--- config.mk ---
export PLATFORM = sky130hd
export DESIGN_NAME = uart_tx_arb_flat
export DESIGN_NICKNAME = d
export VERILOG_FILES = /design/src/rtl/uart_tx_arb_if.sv /design/src/rtl/uart_tx_arb.sv /design/src/flat_wrapper.sv
export SDC_FILE = /design/constraint.sdc
export NUM_CORES = 1
export LEC_CHECK = 0
export ABC_AREA = 0
export BUFFER_PORTS_ARGS = -buffer_cell sky130_fd_sc_hd__buf_2
export CORE_UTILIZATION = 40
export CTS_CLUSTER_SIZE = 40
export DETAILED_ROUTE_END_ITERATION = 10
export GPL_TIMING_DRIVEN = 0
export SETUP_SLACK_MARGIN = 0.4
export SLEW_MARGIN = 25
export SYNTH_ARGS = -nofsm -noshare
export SYNTH_HDL_FRONTEND = slang
export SYNTH_SLANG_ARGS = --single-unit
--- constraint.sdc ---
create_clock -name sclk -period 3.6 [get_ports sclk]
set_clock_uncertainty 0.15 [all_clocks]
set_input_delay 0.36 -clock sclk [delete_from_list [all_inputs] [get_ports sclk]]
set_output_delay 0.36 -clock sclk [all_outputs]
set_load 0.005 [all_outputs]
--- src/rtl/uart_tx_arb_if.sv ---
// Handshake bundle between the UART TX arbiter, its two read-side byte FIFOs
// and the shared byte transmitter.
interface uart_tx_arb_if;
  logic       src0_empty;
  logic       src0_rd_en;
  logic [7:0] src0_rd_data;
  logic       src1_empty;
  logic       src1_rd_en;
  logic [7:0] src1_rd_data;
  logic       tx_trig;
  logic [7:0] tx_data;
  logic       tx_done;
  logic [1:0] grant;
  logic       tx_err;

  // master: the arbiter; slave: the FIFOs plus transmitter around it.
  modport master (
    input  src0_empty, src0_rd_data, src1_empty, src1_rd_data, tx_done,
    output src0_rd_en, src1_rd_en, tx_trig, tx_data, grant, tx_err
  );

  modport slave (
    output src0_empty, src0_rd_data, src1_empty, src1_rd_data, tx_done,
    input  src0_rd_en, src1_rd_en, tx_trig, tx_data, grant, tx_err
  );
endinterface

--- src/rtl/uart_tx_arb.sv ---
// Round-robin scheduler feeding one UART byte transmitter from two byte FIFOs,
// with a bounded burst per grant and a watchdog on the transmitter's done pulse.
module uart_tx_arb #(
  parameter int MAX_BURST    = 16,
  parameter int DONE_TIMEOUT = 65535
) (
  input  logic          sclk,
  input  logic          s_rst_n,
  uart_tx_arb_if.master bus
);

  typedef enum logic [2:0] {
    ST_IDLE,
    ST_RD,
    ST_LATCH,
    ST_TRIG,
    ST_WAIT
  } state_t;

  localparam logic [7:0]  BURST_MAX = 8'(MAX_BURST);
  // Abort decision is taken on the cycle whose increment would reach DONE_TIMEOUT-1,
  // so tx_err appears exactly DONE_TIMEOUT cycles after tx_trig.
  localparam logic [15:0] WD_LAST   = 16'(DONE_TIMEOUT - 2);

  state_t      r_state;
  logic [1:0]  r_grant;
  logic        r_last_grant;   // 1 = source 1 was the previous owner
  logic        r_src0_rd_en;
  logic        r_src1_rd_en;
  logic        r_tx_trig;
  logic [7:0]  r_tx_data;
  logic        r_tx_err;
  logic [7:0]  r_burst_cnt;
  logic [15:0] r_wd_cnt;

  logic        w_pick_src0;
  logic        w_any_ready;
  logic        w_gnt_empty;
  logic [7:0]  w_gnt_data;
  logic [7:0]  w_burst_next;

  assign w_any_ready  = !bus.src0_empty || !bus.src1_empty;
  assign w_pick_src0  = !bus.src0_empty && (bus.src1_empty || r_last_grant);
  assign w_gnt_empty  = r_grant[1] ? bus.src1_empty   : bus.src0_empty;
  assign w_gnt_data   = r_grant[1] ? bus.src1_rd_data : bus.src0_rd_data;
  assign w_burst_next = r_burst_cnt + 8'd1;

  // NOTE: all state updates use non-blocking assignments so every register samples
  // pre-edge values; the one-cycle strobes default low each cycle and are only
  // raised on the transition into the state that owns them.
  always_ff @(posedge sclk) begin
    if (!s_rst_n) begin
      r_state      <= ST_IDLE;
      r_grant      <= 2'b00;
      r_last_grant <= 1'b1;
      r_src0_rd_en <= 1'b0;
      r_src1_rd_en <= 1'b0;
      r_tx_trig    <= 1'b0;
      r_tx_data    <= 8'h00;
      r_tx_err     <= 1'b0;
      r_burst_cnt  <= 8'd0;
      r_wd_cnt     <= 16'd0;
    end else begin
      r_src0_rd_en <= 1'b0;
      r_src1_rd_en <= 1'b0;
      r_tx_trig    <= 1'b0;
      r_tx_err     <= 1'b0;

      case (r_state)
        ST_IDLE: begin
          if (w_any_ready) begin
            r_grant      <= w_pick_src0 ? 2'b01 : 2'b10;
            r_src0_rd_en <= w_pick_src0;
            r_src1_rd_en <= !w_pick_src0;
            r_burst_cnt  <= 8'd0;
            r_state      <= ST_RD;
          end
        end

        ST_RD: r_state <= ST_LATCH;

        ST_LATCH: begin
          r_tx_data <= w_gnt_data;
          r_tx_trig <= 1'b1;
          r_state   <= ST_TRIG;
        end

        ST_TRIG: begin
          r_wd_cnt <= 16'd0;
          r_state  <= ST_WAIT;
        end

        ST_WAIT: begin
          if (bus.tx_done) begin
            r_burst_cnt <= w_burst_next;
            if (w_burst_next < BURST_MAX && !w_gnt_empty) begin
              r_src0_rd_en <= r_grant[0];
              r_src1_rd_en <= r_grant[1];
              r_state      <= ST_RD;
            end else begin
              r_last_grant <= r_grant[1];
              r_grant      <= 2'b00;
              r_state      <= ST_IDLE;
            end
          end else if (r_wd_cnt == WD_LAST) begin
            // Byte is dropped; ownership rotates as after a normal burst end.
            r_tx_err     <= 1'b1;
            r_last_grant <= r_grant[1];
            r_grant      <= 2'b00;
            r_state      <= ST_IDLE;
          end else begin
            r_wd_cnt <= r_wd_cnt + 16'd1;
          end
        end

        default: begin
          r_grant <= 2'b00;
          r_state <= ST_IDLE;
        end
      endcase
    end
  end

  assign bus.src0_rd_en = r_src0_rd_en;
  assign bus.src1_rd_en = r_src1_rd_en;
  assign bus.tx_trig    = r_tx_trig;
  assign bus.tx_data    = r_tx_data;
  assign bus.grant      = r_grant;
  assign bus.tx_err     = r_tx_err;

endmodule

--- src/flat_wrapper.sv ---
// flat-port wrapper written by rule: the top's interface ports become plain ports
module uart_tx_arb_flat 
#(
  parameter int MAX_BURST    = 16,
  parameter int DONE_TIMEOUT = 65535
)
  (sclk, s_rst_n, bus_src0_empty, bus_src0_rd_data, bus_src1_empty, bus_src1_rd_data, bus_tx_done, bus_src0_rd_en, bus_src1_rd_en, bus_tx_trig, bus_tx_data, bus_grant, bus_tx_err);
  uart_tx_arb_if bus_i ();
  input  logic sclk;
  input  logic s_rst_n;
  input wire logic [$bits(bus_i.src0_empty)-1:0] bus_src0_empty;
  input wire logic [$bits(bus_i.src0_rd_data)-1:0] bus_src0_rd_data;
  input wire logic [$bits(bus_i.src1_empty)-1:0] bus_src1_empty;
  input wire logic [$bits(bus_i.src1_rd_data)-1:0] bus_src1_rd_data;
  input wire logic [$bits(bus_i.tx_done)-1:0] bus_tx_done;
  output wire logic [$bits(bus_i.src0_rd_en)-1:0] bus_src0_rd_en;
  output wire logic [$bits(bus_i.src1_rd_en)-1:0] bus_src1_rd_en;
  output wire logic [$bits(bus_i.tx_trig)-1:0] bus_tx_trig;
  output wire logic [$bits(bus_i.tx_data)-1:0] bus_tx_data;
  output wire logic [$bits(bus_i.grant)-1:0] bus_grant;
  output wire logic [$bits(bus_i.tx_err)-1:0] bus_tx_err;
  assign bus_i.src0_empty = bus_src0_empty;
  assign bus_i.src0_rd_data = bus_src0_rd_data;
  assign bus_i.src1_empty = bus_src1_empty;
  assign bus_i.src1_rd_data = bus_src1_rd_data;
  assign bus_i.tx_done = bus_tx_done;
  assign bus_src0_rd_en = bus_i.src0_rd_en;
  assign bus_src1_rd_en = bus_i.src1_rd_en;
  assign bus_tx_trig = bus_i.tx_trig;
  assign bus_tx_data = bus_i.tx_data;
  assign bus_grant = bus_i.grant;
  assign bus_tx_err = bus_i.tx_err;
  uart_tx_arb #(.MAX_BURST(MAX_BURST), .DONE_TIMEOUT(DONE_TIMEOUT)) u_core (.sclk(sclk), .s_rst_n(s_rst_n), .bus(bus_i));
endmodule
==> results of run 1 <==
-- metrics by stage --
step | worst slack (ps) | utilization [%]
floorplan | 1460 | -
global placement | 1126 | 46.86
CTS | 1099 | 49.54
finish | 1073 | 49.54
detailed placement | 1131 | 46.86
global route | 945.5 | 49.54
-- kinds of logic (layout without fill, tap and decap cells) --
group,count (synthesis),count (layout),synth area share (%)
AO/OA/AOI/OAI,46,46,15.88
XOR/XNOR,9,9,3.665
buffers and inverters,18,60,3.606
adder cells (fa/ha/maj),3,3,1.745
flip-flops,42,42,39.09
multiplexers,15,15,7.330
AND/OR/NAND/NOR,115,115,28.68
-- flip-flops by register name, summed over array words and instances, names as in the netlist --
| name | flops |
|---|---|
| u_core.bus.src1_rd_en | 1 |
| u_core.bus.tx_err | 1 |
| u_core.r_burst_cnt | 8 |
| u_core.bus.grant | 2 |
| u_core.r_last_grant | 1 |
| u_core.bus.tx_data | 8 |
| u_core.r_state | 3 |
| u_core.bus.tx_trig | 1 |
| u_core.bus.src0_rd_en | 1 |
| u_core.r_wd_cnt | 16 |
-- metal layers --
metal | GRT usage (%) | vias up | part of all wire, % | wire length [µm]
met4 | 6.584 | 0 | 1.5 | 72
li1 | - | 987 | - | -
met5 | 0 | - | 0 | 0
met3 | 4.365 | 6 | 3.9 | 185
met1 | 27.36 | 872 | 52 | 2487
met2 | 27.68 | 41 | 43 | 2059
-- worst min path at each step --
stage                                       startpoint  slack [ps]                                 end  cells after the start
floorplan                                  bus_tx_done         290        u_core.bus.tx_err$_SDFF_PP0_                      1
CTS                                        bus_tx_done         200        u_core.bus.tx_err$_SDFF_PP0_                      2
global route                               bus_tx_done         220        u_core.bus.tx_err$_SDFF_PP0_                      2
global placement    u_core.bus.tx_data[7]$_SDFFE_PN0P_         340  u_core.bus.tx_data[7]$_SDFFE_PN0P_                      2
detailed placement  u_core.bus.tx_data[5]$_SDFFE_PN0P_         340  u_core.bus.tx_data[5]$_SDFFE_PN0P_                      2
finish                                     bus_tx_done         210        u_core.bus.tx_err$_SDFF_PP0_                      2
-- Yosys cell counts (2+ instances only) --
cell and number:
xor2_1 5, xnor2_1 4, ha_1 3, o41a_1 2
nand3_1 8, o211ai_1 2, nor3_1 9, or3_1 6
nand2_1 12, nand3b_1 3, a211oi_1 8, nor2_1 38
a21oi_1 11, nand4_1 9, and2_1 4, inv_1 4
mux2i_1 9, nand4b_1 5, mux2_1 6, nor2b_1 2
a21o_1 2, clkbuf_1 8, and3_1 9, and4_1 3
buf_1 3, o21ai_0 5, a31oi_1 3, dfxtp_1 42
-- power by group --
group | switching [µW] | internal [µW] | total (µW)
clock network | 177 | 278 | 455
registers | 12.2 | 487 | 499
logic | 94.4 | 67.3 | 162
total | 284 | 832 | 1120
-- area by class of cell --
cell class	instances	area share (%)
Inverter	4	0.5897
Buffer	14	2.457
Clock inverter	3	2.703
Sequential cell	42	33.02
Tap cell	70	3.440
Timing Repair Buffer	34	6.683
Clock buffer	5	2.703
Multi-Input combinational cell	188	48.40
-- placed cells by master (no fill, tap or decap), types with 4 or more instances in the layout --
cell	netlist	layout
a211oi_1	8	8
a21oi_1	11	11
and2_1	4	4
and3_1	9	9
buf_2	1	35
clkbuf_1	8	8
clkbuf_8	0	5
dfxtp_1	42	42
inv_1	4	4
mux2_1	6	6
mux2i_1	9	9
nand2_1	12	12
nand3_1	8	8
nand4_1	9	9
nand4b_1	5	5
nor2_1	38	38
nor3_1	9	9
o21ai_0	5	5
or3_1	6	6
xnor2_1	4	4
xor2_1	5	5
==> flow_metrics.py, run 1 <==
metrics = {
    "sta": {
        "period_minus_slack_ps": 2527,
        "hold_viol_final": 0,
        "slew_headroom_pct": 52.31,
        "setup_viol": 0,
        "worstMarginPinSlew_ps": 715.3,
        "post-route-period-util_pct": 70.19,
        "fmax_mhz": 395.8,
        "fin_hold_ws_ps": 211.8,
        "setup_tns_ps": 0,
        "finalMaxSlewViolations": 0,
        "rsz0062_at_grt": "false",
    },
    "layout": {
        "area_growth_pct": 18.38,
        "drive_gt1_share_pct": 17.59,
        "nNetsFinal": 313,
        "nFillCells": 530,
        "design_area_um2": 2546,
        "multi_input_area_um2": 1232,
        "diodes": 0,
        "fin_cells": 360,
        "seqCellArea_um2": 840.8,
    },
    "setup_path": {
        "worst_setup_path_end_kind": "flip-flop",
        "ff2ff_setup_slack_ps": 1070,
        "path_max_fanout": 9,
        "critPathArrivalTime_ps": 2580,
        "r2r_start": "u_core.r_state[0]$_SDFFE_PN0P_",
        "worst-path-buf-inv": 1,
        "endpoint": "u_core.r_wd_cnt[13]$_SDFFE_PN0P_",
        "rr_endpoint": "u_core.r_wd_cnt[13]$_SDFFE_PN0P_",
        "r2r_cells": 6,
        "required_ps": 3650,
        "cp_top_family": "simple AND/OR/NAND/NOR gates",
        "cp-start-kind": "flip-flop",
        "cp_cell_sequence": "clkbuf_1, nor2_1, nand2_1, o21ai_2, and4_1, mux2_1",
        "crit_path_max_incr_delay_ps": 470,
        "timing.critical_path.slowest_stage_cell": "nor2_1",
        "crit_type": "reg -> reg",
        "cp-startpoint": "u_core.r_state[0]$_SDFFE_PN0P_",
        "crit_cells": 6,
    },
    "yosys": {
        "synth_cell_type_count": 51,
        "synth_area_leaders": "dfxtp_1 (39%), nor2_1 (6.6%), mux2i_1 (4.2%)",
        "synth_edf_count": 0,
        "synth_ff_type": "dfxtp_1",
        "synth_cells": 248,
        "yosys_warnings": 0,
        "synth_seq_area_share_pct": 39.09,
        "synth_area_leader_cell": "dfxtp_1",
        "synthesis.nets": 272,
        "async_flop_share_pct": 0,
        "ys_ff_latch": 42,
        "netlist.area_leader.share_pct": 39.09,
        "netlist_area_um2": 2151,
        "avgSynthCellArea_um2": 8.673,
    },
    "global_routing": {
        "antenna_found_initial": 0,
        "grt_pass1_wl_um": 8128,
        "grt_use_total_pct": 18.94,
        "grt_pass1_vias": 1721,
        "grt_overflow_total": 0,
        "grt_max_degree": 15,
    },
    "clocking": {
        "cts_buffer_depth": 2,
        "cts_made_buffers": 5,
        "ctsResizeCount": 0,
        "clock-root-buffer": "clkbuf_8",
        "path_clk_slew_ps": 90,
        "clk_latency_ps": 300,
        "tritoncts": "yes",
        "clock-sinks": 42,
        "ctsHoldBuffers": 0,
        "cts_max_level": 2,
        "cts_setup_buffers": 0,
    },
    "placement": {
        "io_buffer_count": 34,
        "place.gp.congestion": 0.7878,
        "dp_cells": 352,
        "dp_hpwl_um": 3375,
        "place_area_um2": 2409,
    },
    "floorplan": {
        "start_util_pct": 41.85,
        "fp.dieH_um": 75.33,
        "die_w_um": 75.33,
        "die-area_um2": 5675,
        "io_pins": 35,
        "num_rows": 26,
        "coreArea_um2": 5140,
    },
    "route": {
        "drc": 0,
        "wirelength_um": 4804,
        "drtAntennaViolNets": 0,
        "drt_iter0_markers": 105,
        "wl_per_cell_um": 13.34,
        "routed_via_density": 5.294,
        "firstDrtPassIters": 4,
        "via_count": 1906,
    },
    "power_and_ir_drop": {
        "p_leak_uw": 0.001015,
        "power.density_nw_per_um2": 438.2,
        "finalPower_uw": 1116,
        "ir_worst_vdd_mv": 0.2390,
    },
    "worst_hold_path": {
        "hp-class": "in -> reg",
    },
    "status": {
        "status": "complete, no violations",
    },
    "job": {
        "drv_cap": 0,
    },
}
Note: power is estimated with default switching activity, not from simulation.
==> inputs of run 2 (changes only) <==
==> constraint.sdc (replaced) <==
create_clock -name sclk -period 2.5 [get_ports sclk]
set_clock_uncertainty 0.15 [all_clocks]
set_input_delay 0.25 -clock sclk [delete_from_list [all_inputs] [get_ports sclk]]
set_output_delay 0.25 -clock sclk [all_outputs]
set_load 0.005 [all_outputs]
==> run 2 against run 1 <==
Effect of this change:
- die area stayed put
- hold slack worse by 120 ps
- clock power is 20% higher
- fmax is 21% higher
- highest routed layer unchanged
- combinational power is 59% higher
- first-iteration DRC count is 26% higher
- critical endpoint is now u_core.r_state[0]$_SDFFE_PN0P_
==> flow_metrics.py, run 2 (synthesis gave the netlist of run 1 again) <==
metrics = {
    "status": {
        "status": "complete, no violations",
    },
    "placement": {
        "pre_cts_ws_ps": 18.52,
        "io_buffer_count": 34,
        "dp_hpwl_um": 3517,
        "dp_cells": 352,
        "place.gp.congestion": 0.8006,
    },
    "global_routing": {
        "grt_use_total_pct": 18.11,
        "grt_pass1_wl_um": 7638,
        "antenna_found_initial": 0,
        "grt_overflow_total": 0,
        "grt_pass1_vias": 1629,
        "grt_max_degree": 13,
    },
    "sta": {
        "finalMaxSlewViolations": 0,
        "post-route-period-util_pct": 83.41,
        "slew_headroom_pct": 55.04,
        "hold_viol_final": 0,
        "fmax_mhz": 479.6,
        "period_minus_slack_ps": 2085,
        "worstMarginPinSlew_ps": 674.5,
        "setup_ws_ps": 414.8,
        "rsz0062_at_grt": "true",
        "setup_viol": 0,
        "setup_tns_ps": 0,
    },
    "layout": {
        "diodes": 0,
        "fin_cells": 371,
        "fin_util_pct": 52.51,
        "nNetsFinal": 325,
        "final_cell_mix": "dfxtp_1 (38), nor2_1 (37), buf_2 (34)",
        "area_growth_pct": 25.48,
        "mostFrequentLayoutCell": "dfxtp_1",
        "largest_reg_flops": 16,
        "drive_gt1_share_pct": 24.58,
        "regMostFlops": "u_core.r_wd_cnt",
    },
    "clocking": {
        "cts_made_buffers": 5,
        "ctsHoldBuffers": 0,
        "clock-root-buffer": "clkbuf_8",
        "cts_buffer_depth": 2,
        "tritoncts": "yes",
        "clk_latency_ps": 300,
        "clock-sinks": 42,
        "path_clk_slew_ps": 80,
        "cts_max_level": 2,
    },
    "job": {
        "drv_cap": 0,
    },
    "power_and_ir_drop": {
        "p_leak_uw": 0.001091,
        "ir_worst_vdd_mv": 0.1897,
        "power.density_nw_per_um2": 563.4,
    },
    "floorplan": {
        "start_util_pct": 41.85,
        "coreArea_um2": 5140,
        "num_rows": 26,
        "die-area_um2": 5675,
        "die_w_um": 75.33,
        "fp.dieH_um": 75.33,
        "io_pins": 35,
    },
    "setup_path": {
        "path_max_fanout": 5,
        "cp-start-kind": "flip-flop",
        "critPathArrivalTime_ps": 2140,
        "required_ps": 2560,
        "worst_setup_path_end_kind": "flip-flop",
        "crit_type": "reg -> reg",
    },
    "route": {
        "drt_iter0_markers": 132,
        "firstDrtPassIters": 4,
        "routed_via_density": 5.323,
        "wirelength_um": 5113,
        "drc": 0,
        "via_count": 1975,
        "drtAntennaViolNets": 0,
        "wl_per_cell_um": 13.78,
    },
    "worst_hold_path": {
        "hp-class": "in -> reg",
    },
}
[run 2: report_power, final]
group	switching, µW	internal, µW
registers	15.6	699
clock network	228	320
logic	147	112
total	390	1130
[run 2: path summary, 6_finish.rpt]
check,from,end,slack [ps],cells past startpoint
min reg2reg,u_core.bus.tx_data[4]$_SDFFE_PN0P_,u_core.bus.tx_data[4]$_SDFFE_PN0P_,350,2
max reg2reg,u_core.r_burst_cnt[0]$_SDFFE_PN0P_,u_core.r_state[0]$_SDFFE_PN0P_,410,8
min,bus_tx_done,u_core.bus.tx_err$_SDFF_PP0_,100,2
max,u_core.r_burst_cnt[0]$_SDFFE_PN0P_,u_core.r_state[0]$_SDFFE_PN0P_,410,8
[run 2: stage by stage]
step	power [µW]	cell area, µm²	hold slack (ps)
finish	1521	2699	95.86
global route	1591	2699	103.4
CTS	1527	2648	88.06
detailed placement	967.3	2422	338.2
global placement	965.1	2422	336.1
floorplan	884.3	2165	178.5
[run 2: metal layers]
layer | up-vias | share of wire, % | GRT usage (%)
li1 | 1011 | - | -
met1 | 914 | 50 | 23.77
met2 | 43 | 45 | 28.87
met3 | 7 | 3.7 | 4.497
met4 | 0 | 1.1 | 6.790
met5 | - | 0 | 0
[run 2: critical path, stage by stage (launching register included)]
cell and delay (ps):
dfxtp_4 340, ha_2 170, clkbuf_8 140, a311o_1 340, o41a_1 140, a311oi_4 220
buf_4 160, nand2b_2 70, a2111oi_4 270
[run 2: cell type report]
class	count	area [µm²]
Timing Repair Buffer	46	260.3
Buffer	14	76.32
Fill cell	509	2441
Tap cell	70	87.58
Clock inverter	1	30.03
Multi-Input combinational cell	188	1296
Sequential cell	42	850.8
Clock buffer	6	82.58
Inverter	4	15.01
[run 2: what timing repair did]
item / CTS / global route
buffers inserted: 10 / 2
pin swaps: 3 / 7
gates resized for setup: 9 / 9
endpoints found under the setup margin: 18 / 18
==> inputs of run 3 (changes only) <==
==> constraint.sdc (replaced) <==
create_clock -name sclk -period 1.74 [get_ports sclk]
set_clock_uncertainty 0.15 [all_clocks]
set_input_delay 0.174 -clock sclk [delete_from_list [all_inputs] [get_ports sclk]]
set_output_delay 0.174 -clock sclk [all_outputs]
set_load 0.005 [all_outputs]
==> run 3 against run 2 <==
Effect of this change:
- the run now ends with negative setup slack left
- count of clock-buffer cells in the layout fell by 1
- setup slack got worse by 750 ps
- wire length rose by 22%
- critical endpoint is now u_core.r_last_grant$_SDFFE_PN1P_
- largest power group unchanged
- highest routed layer unchanged
==> flow_metrics.py, run 3 (synthesis gave the netlist of run 1 again) <==
metrics = {
    "status": {
        "status": "complete, but fails checks",
        "violations": "negative setup slack",
    },
    "setup_path": {
        "crit_type": "reg -> reg",
        "critPathArrivalTime_ps": 2110,
        "cp-start-kind": "flip-flop",
        "worst_setup_path_end_kind": "flip-flop",
        "required_ps": 1770,
        "path_max_fanout": 4,
    },
    "layout": {
        "diodes": 0,
        "final_cell_mix": "buf_2 (35), buf_4 (35), nor2_1 (31)",
        "regMostFlops": "u_core.r_wd_cnt",
        "nNetsFinal": 362,
        "fin_util_pct": 65.09,
        "largest_reg_flops": 16,
        "area_growth_pct": 55.56,
        "nFillCells": 433,
        "drive_gt1_share_pct": 52.07,
    },
    "clocking": {
        "clock-sinks": 42,
        "clk_latency_ps": 290,
        "cts_made_buffers": 5,
        "tritoncts": "yes",
        "path_clk_slew_ps": 80,
        "ctsHoldBuffers": 0,
        "cts_max_level": 2,
        "cts_buffer_depth": 2,
        "clock-root-buffer": "clkbuf_8",
    },
    "placement": {
        "io_buffer_count": 34,
        "pre_cts_ws_ps": -496.9,
        "place.gp.congestion": 0.7831,
        "dp_hpwl_um": 3611,
    },
    "power_and_ir_drop": {
        "finalPower_uw": 2193,
        "p_leak_uw": 0.001380,
        "ir_worst_vdd_mv": 0.3174,
        "power.density_nw_per_um2": 655.5,
    },
    "global_routing": {
        "grtUsageMet3_pct": 3.836,
        "grt_util_met1_pct": 29.80,
        "grt_max_degree": 13,
        "antenna_found_initial": 0,
        "grt_pass1_vias": 1946,
        "grt_pass1_wl_um": 9315,
        "grt_overflow_total": 0,
        "met2_usage_pct": 35.22,
        "busiest_layer": "met2",
        "grt_use_total_pct": 21.50,
    },
    "sta": {
        "fmax_mhz": 481.5,
        "setup_ws_ps": -336.6,
        "worstMarginPinSlew_ps": 454.6,
        "fin_hold_ws_ps": 16.96,
        "period_minus_slack_ps": 2077,
        "hold_viol_final": 0,
        "rsz0062_at_grt": "true",
        "post-route-period-util_pct": 119.3,
        "setup_viol": 20,
        "slew_headroom_pct": 69.70,
        "finalMaxSlewViolations": 0,
    },
    "job": {
        "drv_cap": 0,
    },
    "floorplan": {
        "coreArea_um2": 5140,
        "fp.dieH_um": 75.33,
        "die_w_um": 75.33,
        "io_pins": 35,
        "start_util_pct": 41.85,
        "die-area_um2": 5675,
        "num_rows": 26,
    },
    "route": {
        "firstDrtPassIters": 4,
        "wl_per_cell_um": 15.24,
        "routed_via_density": 5.385,
        "drt_iter0_markers": 119,
        "wirelength_um": 6216,
        "drtAntennaViolNets": 0,
        "via_count": 2197,
        "drc": 0,
    },
    "worst_hold_path": {
        "hp-class": "in -> reg",
    },
}
## run 3: cell count changes in the layout (fill, tap and decap cells not counted), moves of 5 or more
| cell | delta |
|---|---|
| nor2_1 | -6 |
| a211oi_1 | -7 |
| a211oi_2 | +7 |
| buf_6 | +14 |
| buf_4 | +23 |
| mux2_4 | +5 |
| buf_8 | +6 |
| dfxtp_4 | +6 |
| dfxtp_1 | -17 |
| mux2_1 | -5 |
| dfxtp_2 | +11 |
## run 3: power by group
group | switching [µW] | leakage [µW] | internal [µW]
clock network | 335 | 0.0000438 | 270
registers | 32.3 | 0.000354 | 997
logic | 281 | 0.000983 | 278
total | 648 | 0.00138 | 1540
## run 3: routing by layer
layer	wire, µm	vias to the layer above
met5	0	-
met4	76	0
met1	2860	1039
li1	-	1087
met2	2956	65
met3	322	6
## run 3: cell type report
type / instances / area [µm²] / area share [%]
clock inverters: 2 / 10.01 / 0.2992
well taps: 70 / 87.58 / 2.618
clock buffers: 5 / 68.82 / 2.057
plain buffers: 14 / 141.4 / 4.226
flip-flops and latches: 42 / 887.1 / 26.51
inverters: 4 / 15.01 / 0.4488
repair buffers: 83 / 594.3 / 17.76
multi-input cells: 188 / 1541 / 46.07
## run 3: what timing repair did
item / in CTS / in global routing
pin swaps: 27 / 22
gates resized for setup: 40 / 43
setup buffers: 34 / 14
gates cloned: 1 / 0
setup endpoints to repair: 42 / 41
## run 3: final timing paths
check	startpoint	endpoint	slack, ps	cells past startpoint
setup / recovery	u_core.r_burst_cnt[0]$_SDFFE_PN0P_	u_core.r_last_grant$_SDFFE_PN1P_	-340	7
hold / removal	bus_tx_done	u_core.bus.tx_err$_SDFF_PP0_	20	2
setup reg to reg	u_core.r_burst_cnt[0]$_SDFFE_PN0P_	u_core.r_last_grant$_SDFFE_PN1P_	-340	7
hold reg to reg	u_core.bus.tx_data[6]$_SDFFE_PN0P_	u_core.bus.tx_data[6]$_SDFFE_PN0P_	350	2
## run 3: critical path: stages (launching register included)
cell,delay [ps]
dfxtp_4,360
buf_6,120
and3b_1,170
o41a_1,410
a311oi_4,330
buf_4,190
o211ai_1,100
o41a_1,140
## run 3: stage by stage
step | area (µm²) | instances | setup TNS (ps)
final | 3346 | 408 | -3020
after global routing | 3346 | 408 | -4532
after CTS | 3073 | 394 | -2098
after detailed placement | 2596 | 352 | -4605
after global placement | 2596 | 352 | -4873
after floorplan | 2338 | 248 | -1349
